## src/rtl/global_pkg.sv

```systemverilog
// Shared constants for the Wishbone UART transmitter: register map, STATUS bit
// positions and the transmit FSM states (PARITY exists only with UART_TX_PARITY_EN).
package global_pkg;

  localparam logic [1:0] REG_TXDATA  = 2'd0;
  localparam logic [1:0] REG_STATUS  = 2'd1;
  localparam logic [1:0] REG_DIVISOR = 2'd2;
  localparam logic [1:0] REG_RSVD    = 2'd3;

  localparam int STAT_FULL  = 0;
  localparam int STAT_EMPTY = 1;
  localparam int STAT_BUSY  = 2;
  localparam int STAT_OVF   = 3;

  localparam logic [15:0] MIN_DIV = 16'd2;

  typedef enum logic [2:0] {
    ST_IDLE   = 3'd0,
    ST_START  = 3'd1,
    ST_DATA   = 3'd2,
    ST_STOP   = 3'd3
`ifdef UART_TX_PARITY_EN
    ,
    ST_PARITY = 3'd4
`endif
  } tx_state_t;

  function automatic logic [15:0] clamp_div(input logic [15:0] value);
    return (value < MIN_DIV) ? MIN_DIV : value;
  endfunction

endpackage

```

## src/rtl/wb_uart_tx_if.sv

```systemverilog
// Wishbone classic slave bus bundle for the UART transmitter.
interface wb_uart_tx_if;

  logic        CYC;
  logic        STB;
  logic        WE;
  logic [31:0] ADR;
  logic [31:0] DAT_I;
  logic [31:0] DAT_O;
  logic        ACK;

  modport master (
    output CYC, STB, WE, ADR, DAT_I,
    input  DAT_O, ACK
  );

  modport slave (
    input  CYC, STB, WE, ADR, DAT_I,
    output DAT_O, ACK
  );

endinterface

```

## src/rtl/tx_fifo.sv

```systemverilog
// Synchronous byte FIFO; a push into a full FIFO is accepted when a pop happens
// in the same cycle. Head entry is visible on dout without a read cycle.
module tx_fifo #(
  parameter int DEPTH = 8,
  parameter int WIDTH = 8
) (
  input  logic             clk,
  input  logic             rst,
  input  logic             push,
  input  logic [WIDTH-1:0] din,
  input  logic             pop,
  output logic [WIDTH-1:0] dout,
  output logic             full,
  output logic             empty
);

  localparam int AW = $clog2(DEPTH);
  localparam logic [AW:0] PTR_ONE = {{AW{1'b0}}, 1'b1};

  logic [WIDTH-1:0] mem [DEPTH];
  logic [AW:0]      wr_ptr_reg;
  logic [AW:0]      rd_ptr_reg;
  logic             do_push;
  logic             do_pop;

  // Pointers carry one wrap bit so full and empty are distinguishable.
  assign empty = (wr_ptr_reg == rd_ptr_reg);
  assign full  = (wr_ptr_reg[AW] != rd_ptr_reg[AW]) &&
                 (wr_ptr_reg[AW-1:0] == rd_ptr_reg[AW-1:0]);

  assign do_pop  = pop & ~empty;
  assign do_push = push & (~full | do_pop);

  assign dout = mem[rd_ptr_reg[AW-1:0]];

  always_ff @(posedge clk) begin
    if (do_push) begin
      mem[wr_ptr_reg[AW-1:0]] <= din;
    end
  end

  always_ff @(posedge clk) begin
    if (rst) begin
      wr_ptr_reg <= '0;
      rd_ptr_reg <= '0;
    end else begin
      if (do_push) begin
        wr_ptr_reg <= wr_ptr_reg + PTR_ONE;
      end
      if (do_pop) begin
        rd_ptr_reg <= rd_ptr_reg + PTR_ONE;
      end
    end
  end

endmodule

```

## src/rtl/wb_uart_tx.sv

```systemverilog
// Wishbone-mapped UART transmitter: TXDATA/STATUS/DIVISOR registers, TX FIFO and
// an 8N1 serialiser (8E1 with an extra parity bit when UART_TX_PARITY_EN is defined).
module wb_uart_tx
  import global_pkg::*;
#(
  parameter int FIFO_DEPTH  = 8,
  parameter int DEFAULT_DIV = 434
) (
  input  logic        clk,
  input  logic        rst,
  wb_uart_tx_if.slave bus,
  output logic        tx
);

  logic        ack_reg;
  logic [31:0] dat_o_reg;
  logic [15:0] div_reg;
  logic        ovf_reg;

  logic        access;
  logic [1:0]  reg_sel;
  logic        wr_txdata;
  logic        wr_div;
  logic        rd_status;
  logic        push_drop;
  logic [3:0]  status_bits;
  logic [31:0] rd_data;
  logic        busy;

  logic        fifo_pop;
  logic        fifo_full;
  logic        fifo_empty;
  logic [7:0]  fifo_dout;

  tx_state_t   state_reg, state_next;
  logic [15:0] baud_cnt_reg, baud_cnt_next;
  logic [15:0] bit_div_reg, bit_div_next;
  logic [2:0]  bit_cnt_reg, bit_cnt_next;
  logic [7:0]  shift_reg, shift_next;
  logic        tx_reg, tx_next;
  logic        bit_done;
`ifdef UART_TX_PARITY_EN
  logic        parity_reg, parity_next;
`endif

  logic unused_bus;
  assign unused_bus = ^{bus.ADR[31:4], bus.ADR[1:0], bus.DAT_I[31:16]};

  // A transfer is taken only in a cycle where no ACK is outstanding.
  assign access    = bus.CYC & bus.STB & ~ack_reg;
  assign reg_sel   = bus.ADR[3:2];
  assign wr_txdata = access & bus.WE  & (reg_sel == REG_TXDATA);
  assign wr_div    = access & bus.WE  & (reg_sel == REG_DIVISOR);
  assign rd_status = access & ~bus.WE & (reg_sel == REG_STATUS);
  assign push_drop = wr_txdata & fifo_full & ~fifo_pop;
  assign busy      = (state_reg != ST_IDLE);

  always_comb begin
    status_bits            = '0;
    status_bits[STAT_FULL]  = fifo_full;
    status_bits[STAT_EMPTY] = fifo_empty;
    status_bits[STAT_BUSY]  = busy;
    status_bits[STAT_OVF]   = ovf_reg;
  end

  always_comb begin
    rd_data = '0;
    if (!bus.WE) begin
      case (reg_sel)
        REG_STATUS:  rd_data = {28'b0, status_bits};
        REG_DIVISOR: rd_data = {16'b0, div_reg};
        default:     rd_data = '0;
      endcase
    end
  end

  always_ff @(posedge clk) begin
    if (rst) begin
      ack_reg   <= 1'b0;
      dat_o_reg <= '0;
      ovf_reg   <= 1'b0;
      div_reg   <= 16'(DEFAULT_DIV);
    end else begin
      ack_reg   <= access;
      dat_o_reg <= access ? rd_data : 32'd0;
      if (wr_div) begin
        div_reg <= clamp_div(bus.DAT_I[15:0]);
      end
      // A dropped byte wins over the clear-on-read of STATUS.
      if (push_drop) begin
        ovf_reg <= 1'b1;
      end else if (rd_status) begin
        ovf_reg <= 1'b0;
      end
    end
  end

  assign bus.ACK   = ack_reg;
  assign bus.DAT_O = dat_o_reg;

  tx_fifo #(
    .DEPTH (FIFO_DEPTH),
    .WIDTH (8)
  ) u_fifo (
    .clk   (clk),
    .rst   (rst),
    .push  (wr_txdata),
    .din   (bus.DAT_I[7:0]),
    .pop   (fifo_pop),
    .dout  (fifo_dout),
    .full  (fifo_full),
    .empty (fifo_empty)
  );

  assign bit_done = (baud_cnt_reg == bit_div_reg - 16'd1);

  always_ff @(posedge clk) begin
    if (rst) begin
      state_reg    <= ST_IDLE;
      baud_cnt_reg <= '0;
      bit_div_reg  <= 16'(DEFAULT_DIV);
      bit_cnt_reg  <= '0;
      shift_reg    <= '0;
      tx_reg       <= 1'b1;
`ifdef UART_TX_PARITY_EN
      parity_reg   <= 1'b0;
`endif
    end else begin
      state_reg    <= state_next;
      baud_cnt_reg <= baud_cnt_next;
      bit_div_reg  <= bit_div_next;
      bit_cnt_reg  <= bit_cnt_next;
      shift_reg    <= shift_next;
      tx_reg       <= tx_next;
`ifdef UART_TX_PARITY_EN
      parity_reg   <= parity_next;
`endif
    end
  end

  always_comb begin
    state_next    = state_reg;
    baud_cnt_next = baud_cnt_reg + 16'd1;
    bit_div_next  = bit_div_reg;
    bit_cnt_next  = bit_cnt_reg;
    shift_next    = shift_reg;
    fifo_pop      = 1'b0;
`ifdef UART_TX_PARITY_EN
    parity_next   = parity_reg;
`endif
    case (state_reg)
      ST_IDLE: begin
        baud_cnt_next = '0;
        if (!fifo_empty) begin
          fifo_pop     = 1'b1;
          shift_next   = fifo_dout;
          bit_div_next = div_reg;
          state_next   = ST_START;
`ifdef UART_TX_PARITY_EN
          parity_next  = ^fifo_dout;
`endif
        end
      end
      ST_START: begin
        if (bit_done) begin
          state_next = ST_DATA;
        end
      end
      ST_DATA: begin
        if (bit_done) begin
          if (bit_cnt_reg == 3'd7) begin
            bit_cnt_next = '0;
`ifdef UART_TX_PARITY_EN
            state_next   = ST_PARITY;
`else
            state_next   = ST_STOP;
`endif
          end else begin
            bit_cnt_next = bit_cnt_reg + 3'd1;
            shift_next   = {1'b0, shift_reg[7:1]};
          end
        end
      end
`ifdef UART_TX_PARITY_EN
      ST_PARITY: begin
        if (bit_done) begin
          state_next = ST_STOP;
        end
      end
`endif
      ST_STOP: begin
        if (bit_done) begin
          state_next = ST_IDLE;
        end
      end
      default: state_next = ST_IDLE;
    endcase
    // A divisor change is picked up only when a new bit period begins.
    if ((state_reg != ST_IDLE) && bit_done) begin
      baud_cnt_next = '0;
      bit_div_next  = div_reg;
    end
  end

  // The line level is computed from the next state so tx changes with the state.
  always_comb begin
    tx_next = 1'b1;
    case (state_next)
      ST_START:  tx_next = 1'b0;
      ST_DATA:   tx_next = shift_next[0];
`ifdef UART_TX_PARITY_EN
      ST_PARITY: tx_next = parity_next;
`endif
      default:   tx_next = 1'b1;
    endcase
  end

  assign tx = tx_reg;

endmodule

```

## src/flat_wrapper.sv

```systemverilog
// flat-port wrapper written by rule: the top's interface ports become plain ports
module wb_uart_tx_flat import global_pkg::*;
#(
  parameter int FIFO_DEPTH  = 8,
  parameter int DEFAULT_DIV = 434
)
  (clk, rst, tx, bus_CYC, bus_STB, bus_WE, bus_ADR, bus_DAT_I, bus_DAT_O, bus_ACK);
  wb_uart_tx_if bus_i ();
  input  logic clk;
  input  logic rst;
  output logic tx;
  input wire logic [$bits(bus_i.CYC)-1:0] bus_CYC;
  input wire logic [$bits(bus_i.STB)-1:0] bus_STB;
  input wire logic [$bits(bus_i.WE)-1:0] bus_WE;
  input wire logic [$bits(bus_i.ADR)-1:0] bus_ADR;
  input wire logic [$bits(bus_i.DAT_I)-1:0] bus_DAT_I;
  output wire logic [$bits(bus_i.DAT_O)-1:0] bus_DAT_O;
  output wire logic [$bits(bus_i.ACK)-1:0] bus_ACK;
  assign bus_i.CYC = bus_CYC;
  assign bus_i.STB = bus_STB;
  assign bus_i.WE = bus_WE;
  assign bus_i.ADR = bus_ADR;
  assign bus_i.DAT_I = bus_DAT_I;
  assign bus_DAT_O = bus_i.DAT_O;
  assign bus_ACK = bus_i.ACK;
  wb_uart_tx #(.FIFO_DEPTH(FIFO_DEPTH), .DEFAULT_DIV(DEFAULT_DIV)) u_core (.clk(clk), .rst(rst), .bus(bus_i), .tx(tx));
endmodule
```

## config.mk

```make
export PLATFORM = sky130hd
export DESIGN_NAME = wb_uart_tx_flat
export DESIGN_NICKNAME = d
export VERILOG_FILES = /design/src/rtl/global_pkg.sv /design/src/rtl/wb_uart_tx_if.sv /design/src/rtl/tx_fifo.sv /design/src/rtl/wb_uart_tx.sv /design/src/flat_wrapper.sv
export SDC_FILE = /design/constraint.sdc
export NUM_CORES = 1
export LEC_CHECK = 0
export CAP_MARGIN = 25
export CELL_PAD_IN_SITES_DETAIL_PLACEMENT = 2
export CELL_PAD_IN_SITES_GLOBAL_PLACEMENT = 2
export CORE_MARGIN = 4
export CORE_UTILIZATION = 30
export DETAILED_ROUTE_END_ITERATION = 8
export DONT_BUFFER_PORTS = 1
export PLACE_DENSITY_LB_ADDON = 0.1
export SYNTH_ARGS = -nofsm -noshare
export SYNTH_HDL_FRONTEND = slang
export SYNTH_SLANG_ARGS = --single-unit
```

## constraint.sdc

```tcl
create_clock -name clk -period 7.6 [get_ports clk]
set_clock_uncertainty 0.2 [all_clocks]
set_input_delay 0 -clock clk [delete_from_list [all_inputs] [get_ports clk]]
set_output_delay 0 -clock clk [all_outputs]
set_load 0.03 [all_outputs]
```

Word level (Yosys, flattened, before mapping)
Memories as Yosys holds them, arrays and structs flattened. A register that Yosys moved wholly into a read port is not among the register bits.
Cells that the tools add are included.
{"block": "op_classes", "addsub": 5, "n_lt_le_gt_ge": 1, "n_eq_ne": 16, "mux": 25, "bitwise": 18, "reduce_logical": 13}
{"cell": "$mux W16", "n": 4}
{"cell": "$pmux W16 S2", "n": 1}
{"cell": "$mux W3", "n": 8}
{"cell": "$mux W8", "n": 3}
{"cell": "$add A16 B1 Y16 const B", "n": 1}
{"cell": "$eq A16 B16 Y1", "n": 1}
{"cell": "$lt A16 B2 Y1 const B", "n": 1}
{"cell": "$pmux W8 S2", "n": 1}
{"cell": "$sub A16 B1 Y16 const B", "n": 1}
{"cell": "$pmux W3 S4", "n": 1}
{"cell": "$and A1 B1 Y1", "n": 11}
{"cell": "$eq A3 B2 Y1 const B", "n": 3}
{"cell": "$add A4 B1 Y4 const B", "n": 2}
{"cell": "$eq A3 B1 Y1 const B", "n": 2}
{"cell": "$mux W1", "n": 6}
{"cell": "$ne A2 B2 Y1 const B", "n": 3}
{"cell": "$not A1 Y1", "n": 6}
{"cell": "$reduce_bool A2 Y1", "n": 3}
{"cell": "$reduce_or A3 Y1", "n": 2}
{"cell": "$eq A4 B4 Y1", "n": 1}
{"cell": "$reduce_and A2 Y1", "n": 2}
{"cell": "$reduce_and A4 Y1", "n": 1}
{"cell": "$add A3 B1 Y3 const B", "n": 1}
{"cell": "$eq A3 B3 Y1", "n": 1}
{"cell": "11 further kinds", "n": 12}
{"block": "totals", "reg_bits": 105, "ramBits": 64, "in_bits": 69, "elab_cells": 92, "n_memories": 1}
{"name": "u_core.u_fifo.mem", "words": 8, "word_bits": 8, "read_ports": 1, "rd_ports_with_merged_regs": 1, "wr": 1, "line_no": "tx_fifo.sv:20", "text": "logic [WIDTH-1:0] mem [DEPTH];"}

Depth between registers and ports, before layout
{"block": "logic_depth", "depth_word": 8, "mapped_depth": 13}

By module
A second synthesis with hierarchy kept.
{"block": "unflattened", "cells_unflattened": 636, "hier_area_um2": 7000.5}
{"mod": "wb_uart_tx", "n_inst": 1, "cells_per_inst": 472, "area_each_um2": 3983.8}
{"mod": "tx_fifo", "n_inst": 1, "cells_per_inst": 164, "area_each_um2": 3016.6}

Worst setup path before layout
No wires, ideal clock.
{"block": "synth_timing", "path_kind": "reg2reg", "startpoint": "register u_core.bit_div_reg[0]", "endpoint": "register u_core.bit_div_reg[4]", "setup_ns": 0.129, "arrival_ns": 2.729, "required_ns": 7.271, "path_slack_ns": 4.541, "stages_incl_launch_ff": 13, "path_buffers": 2, "cell_sequence": "dfxtp_1 inv_1 ha_1 nor4b_4 and3_1 a31oi_1 or4b_4 nor4_4 a21o_1 buf_6 buf_12 mux2i_1 nand2_1"}
{"block": "synth_via", "elab_chain_len": 5, "word_cells_on_any_way": 7}
{"element": "from (decl)", "line_no": "wb_uart_tx.sv:37", "text": "logic [15:0] bit_div_reg, bit_div_next;"}
{"element": "from (signal assigned)", "line_no": "wb_uart_tx.sv:121", "text": "bit_div_reg <= 16'(DEFAULT_DIV);"}
{"element": "from (signal assigned)", "line_no": "wb_uart_tx.sv:131", "text": "bit_div_reg <= bit_div_next;"}
{"element": "$sub A16 B1 Y16 (*)", "line_no": "wb_uart_tx.sv:115", "text": "assign bit_done = (baud_cnt_reg == bit_div_reg - 16'd1);"}
{"element": "$eq A16 B16 Y1 (*)", "line_no": "wb_uart_tx.sv:115"}
{"element": "$logic_and A1 B1 Y1 (*)", "line_no": "wb_uart_tx.sv:199", "text": "if ((state_reg != ST_IDLE) && bit_done) begin"}
{"element": "$ne A2 B2 Y1 (no source line) / $reduce_bool A2 Y1 (equally long branches)"}
{"element": "$reduce_and A2 Y1 (no source line)"}
Every way passes the cells marked *; elsewhere a longest branch is shown, timed or not.
A chain may end at the register's enable or synchronous reset.

Final worst setup path
{"block": "layout_timing", "startpoint": "register u_core.bit_div_reg[0]", "endpoint": "register u_core.bit_cnt_reg[0]"}
{"block": "layout_via", "elab_chain_len": 3}
{"element": "$sub A16 B1 Y16", "line_no": "wb_uart_tx.sv:115"}
{"element": "$eq A16 B16 Y1", "line_no": "wb_uart_tx.sv:115"}
{"element": "$reduce_and A2 Y1 (no source line)"}
{"element": "to (signal assigned)", "line_no": "wb_uart_tx.sv:132", "text": "bit_cnt_reg <= bit_cnt_next;"}
{"element": "to (decl)", "line_no": "wb_uart_tx.sv:38", "text": "logic [2:0] bit_cnt_reg, bit_cnt_next;"}
No other way between the ends.

==> flow_summary.yaml <==
run_status:
  status: "complete, no violations"
final_layout:
  drive_gt1_frac: 0.104
  synthToLayoutAreaGrowth_pct: 16.0
  nFillCells: 2328
  nNetsFinal: 698
  final_util: 0.357
  largest_reg_flops: 64
  layout.cells.non_filler: 914
synth:
  synthArstFlopShare: 0
  synth_xor_area_frac: 0.0556
  synth_ff_type: "dfxtp_1"
  synth-adder-area-share: 0.0166
  syn_area_per_cell_um2: 11.2
  synthSimpleGateAreaFrac: 0.174
  syn_inst: 605
  ys_warn_count: 0
  synth.cell_area_um2: 6770
  synth.area.mux_share: 0.0948
  ys_ff_latch: 156
  synth-seq-area-share: 0.556
  synth_compound_area_frac: 0.0556
  synth_top_family_by_area: "simple AND/OR/NAND/NOR gates"
  synth.distinct_cells: 58
  synth_edf_count: 64
worst_setup_path:
  cp.arrival_ns: 4.23
  crit_path_end_kind: "register"
  critPathLaunch: "u_core.bit_div_reg[0]"
  required_ns: 7.77
  cp-endpoint: "u_core.bit_cnt_reg[0]"
  setup.worst_path.start_class: "register"
  crit_type: "register to register"
  r2r_cells: 11
  reg2reg_from: "u_core.bit_div_reg[0]"
  cp_max_fo: 8
  r2r_setup_slack_ns: 3.55
  reg2reg_to: "u_core.bit_cnt_reg[0]"
floorplanning:
  die_x_um: 158
  dieArea_um2: 25000
  die_h_um: 158
  core.rowCount: 54
  coreArea_um2: 22000
  start_util: 0.307
  ios: 103
placed_design:
  dp_cells: 853
  portBuffers: 0
  dpl.hpwl_mm: 12.9
  gp_congestion: 0.777
pwr:
  leakagePower_uw: 0.00263
  powerDensity_nw_per_um2: 232
  ir_drop_mv: 0.139
  power.total_uw: 1820
clock_network:
  cts_tree: "done"
  postCtsSetupBuffers: 0
  clk_pin_slew_ns: 0.07
  clockRootBuffer: "clkbuf_16"
  insertion_delay_ns: 0.43
  cts_htree_levels: 4
  cts_inserted_buffers: 17
  clock_sinks: 156
  cts_max_path_buffers: 2
global_routing:
  grt_pass1_wl_mm: 29.6
  grt_max_degree: 50
  grt_usage: 0.156
  grt_pass1_vias: 4901
  antenna_found_initial: 1
  grt_overflow: 0
timing:
  finalMaxSlewViolations: 0
  slew_headroom: 0.336
  hold_viol: 0
  layout_min_cycle_time_ns: 4.05
  whs_ns: 0.0413
  finalCritPeriodShare: 0.534
  tns_ns: 0
  setup_viol: 0
  grt_setup_unrepaired: "false"
  worst_pin_slew_ns: 0.991
  fmax_ghz: 0.247
drt:
  wl_per_cell_um: 20.4
  drcViolationCount: 0
  vias: 4546
  ant_nets: 0
  dr.pass1.iters: 4
  drt-initial-drc-count: 173
  vias_per_cell: 4.97
  wl_mm: 18.6
flow_run:
  cap_violations: 0
hold_path:
  holdCritPathClass: "input pin to register"
metal layers:
layer / up-vias / global-route usage / routed length, µm
met1: 2322 / 0.215 / 8910
li1: 2148 / - / -
met2: 59 / 0.250 / 8840
met4: 2 / 0.0305 / 176
met3: 15 / 0.0413 / 682
met5: - / 0 / 11
cell usage after synthesis, types with 2 or more instances:
master | instances | share of area
a21oi_1 | 27 | 0.020
a22oi_1 | 4 | 0.0044
a31oi_1 | 6 | 0.0055
and2_1 | 16 | 0.015
and3_1 | 7 | 0.0065
buf_1 | 2 | 0.0011
buf_2 | 4 | 0.0030
buf_4 | 17 | 0.019
buf_6 | 2 | 0.0033
clkbuf_1 | 24 | 0.013
dfxtp_1 | 92 | 0.27
edfxtp_1 | 64 | 0.28
ha_1 | 9 | 0.017
inv_1 | 7 | 0.0039
mux2i_1 | 27 | 0.040
mux4_2 | 16 | 0.053
nand2_1 | 54 | 0.030
nand2b_1 | 3 | 0.0028
nand3_1 | 27 | 0.020
nand4_1 | 7 | 0.0065
nor2_1 | 71 | 0.039
nor2b_1 | 8 | 0.0074
nor3_1 | 12 | 0.0089
nor3b_1 | 4 | 0.0044
nor4_1 | 5 | 0.0046
o21a_1 | 2 | 0.0022
o21ai_0 | 3 | 0.0022
o22ai_1 | 3 | 0.0028
o311ai_0 | 2 | 0.0026
o31ai_1 | 3 | 0.0033
or2_2 | 2 | 0.0018
or3_1 | 7 | 0.0065
or4b_1 | 2 | 0.0030
xnor2_1 | 22 | 0.028
xor2_1 | 21 | 0.027
power breakdown:
part	leakage [µW]	switching (µW)	total [µW]	internal, µW
clock network	0.000296	420	869	449
logic	0.00101	47.7	71.9	24.2
registers	0.00132	6.19	881	874
total	0.00263	474	1820	1350
critical path, stage by stage (launching register included):
cell and delay (ns):
dfxtp_1 0.38, inv_1 0.08, ha_1 0.21, nor4b_4 0.35, and3_1 0.25, a31oi_1 0.11
or4b_4 0.58, nor4_4 0.53, nand2_1 0.33, mux2_2 0.35, nor2_1 0.09, dlygate4sd3_1 0.55
cell usage in the layout, fill, tap and decap left out, drive strengths merged, types with 2 or more instances in the layout:
cell type / n
nor4b: 2
nor2b: 8
o21a: 2
conb: 17
mux2i: 27
and3: 7
dfxtp: 92
or2: 2
a21oi: 27
nor3: 13
nor3b: 4
edfxtp: 64
clkbuf: 17
a22oi: 4
o311ai: 2
xnor2: 22
nor4: 6
o21ai: 3
nand2: 54
or4b: 4
nand3: 27
xor2: 21
and2: 16
nand4: 7
a31oi: 6
inv: 13
mux4: 16
dlygate4sd3: 26
clkinv: 8
ha: 9
buf: 4
o31ai: 3
o22ai: 3
nand2b: 3
nor2: 71
or3: 7
metrics by stage:
stage / setup slack (ns) / area (µm²)
detailed placement: 3.56 / 6940
global placement: 3.67 / 6940
finish: 3.55 / 7850
global route: 3.21 / 7850
CTS: 3.51 / 7840
floorplan: 4.54 / 6830
cell families (layout without fill, tap and decap cells):
kind of cell,after synthesis,count (layout)
muxes,44,44
and+or+nand+nor,235,235
buffers and inverters,57,69
adders and majority gates,9,9
DFF,156,156
other,1,18
AOI/OAI and AO/OA,60,60
xor gates and xnor gates,43,43
worst min-delay path by stage:
stage / startpoint / end / slack [ns] / depth (start not counted)
detailed placement: rst / u_core.shift_reg[0] / -0.11 / 1
global route: bus_DAT_I[11] / u_core.div_reg[11] / 0.09 / 3
global placement: rst / u_core.shift_reg[3] / -0.12 / 1
floorplan: bus_DAT_I[0] / u_core.u_fifo.mem[0][0] / -0.10 / 0
finish: bus_ADR[3] / u_core.bus.DAT_O[0] / 0.04 / 3
CTS: bus_ADR[3] / u_core.bus.DAT_O[2] / 0.03 / 3
repair_timing:
item                      in CTS  in global routing
hold buffers                  27                  0
gates resized for setup        0                  0
hold endpoints to repair     142                  0
final cells by class:
cell class	instances	area (µm²)	share of cell area
flip-flops and latches	156	3760	0.479
diodes	1	2.50	0.000319
multi-input cells	408	2780	0.354
well taps	280	350	0.0446
clock inverters	15	190	0.0242
inverters	7	26.3	0.00335
repair buffers	30	314	0.0400
clock buffers	17	425	0.0542
Power figures use the tool's default switching activity.
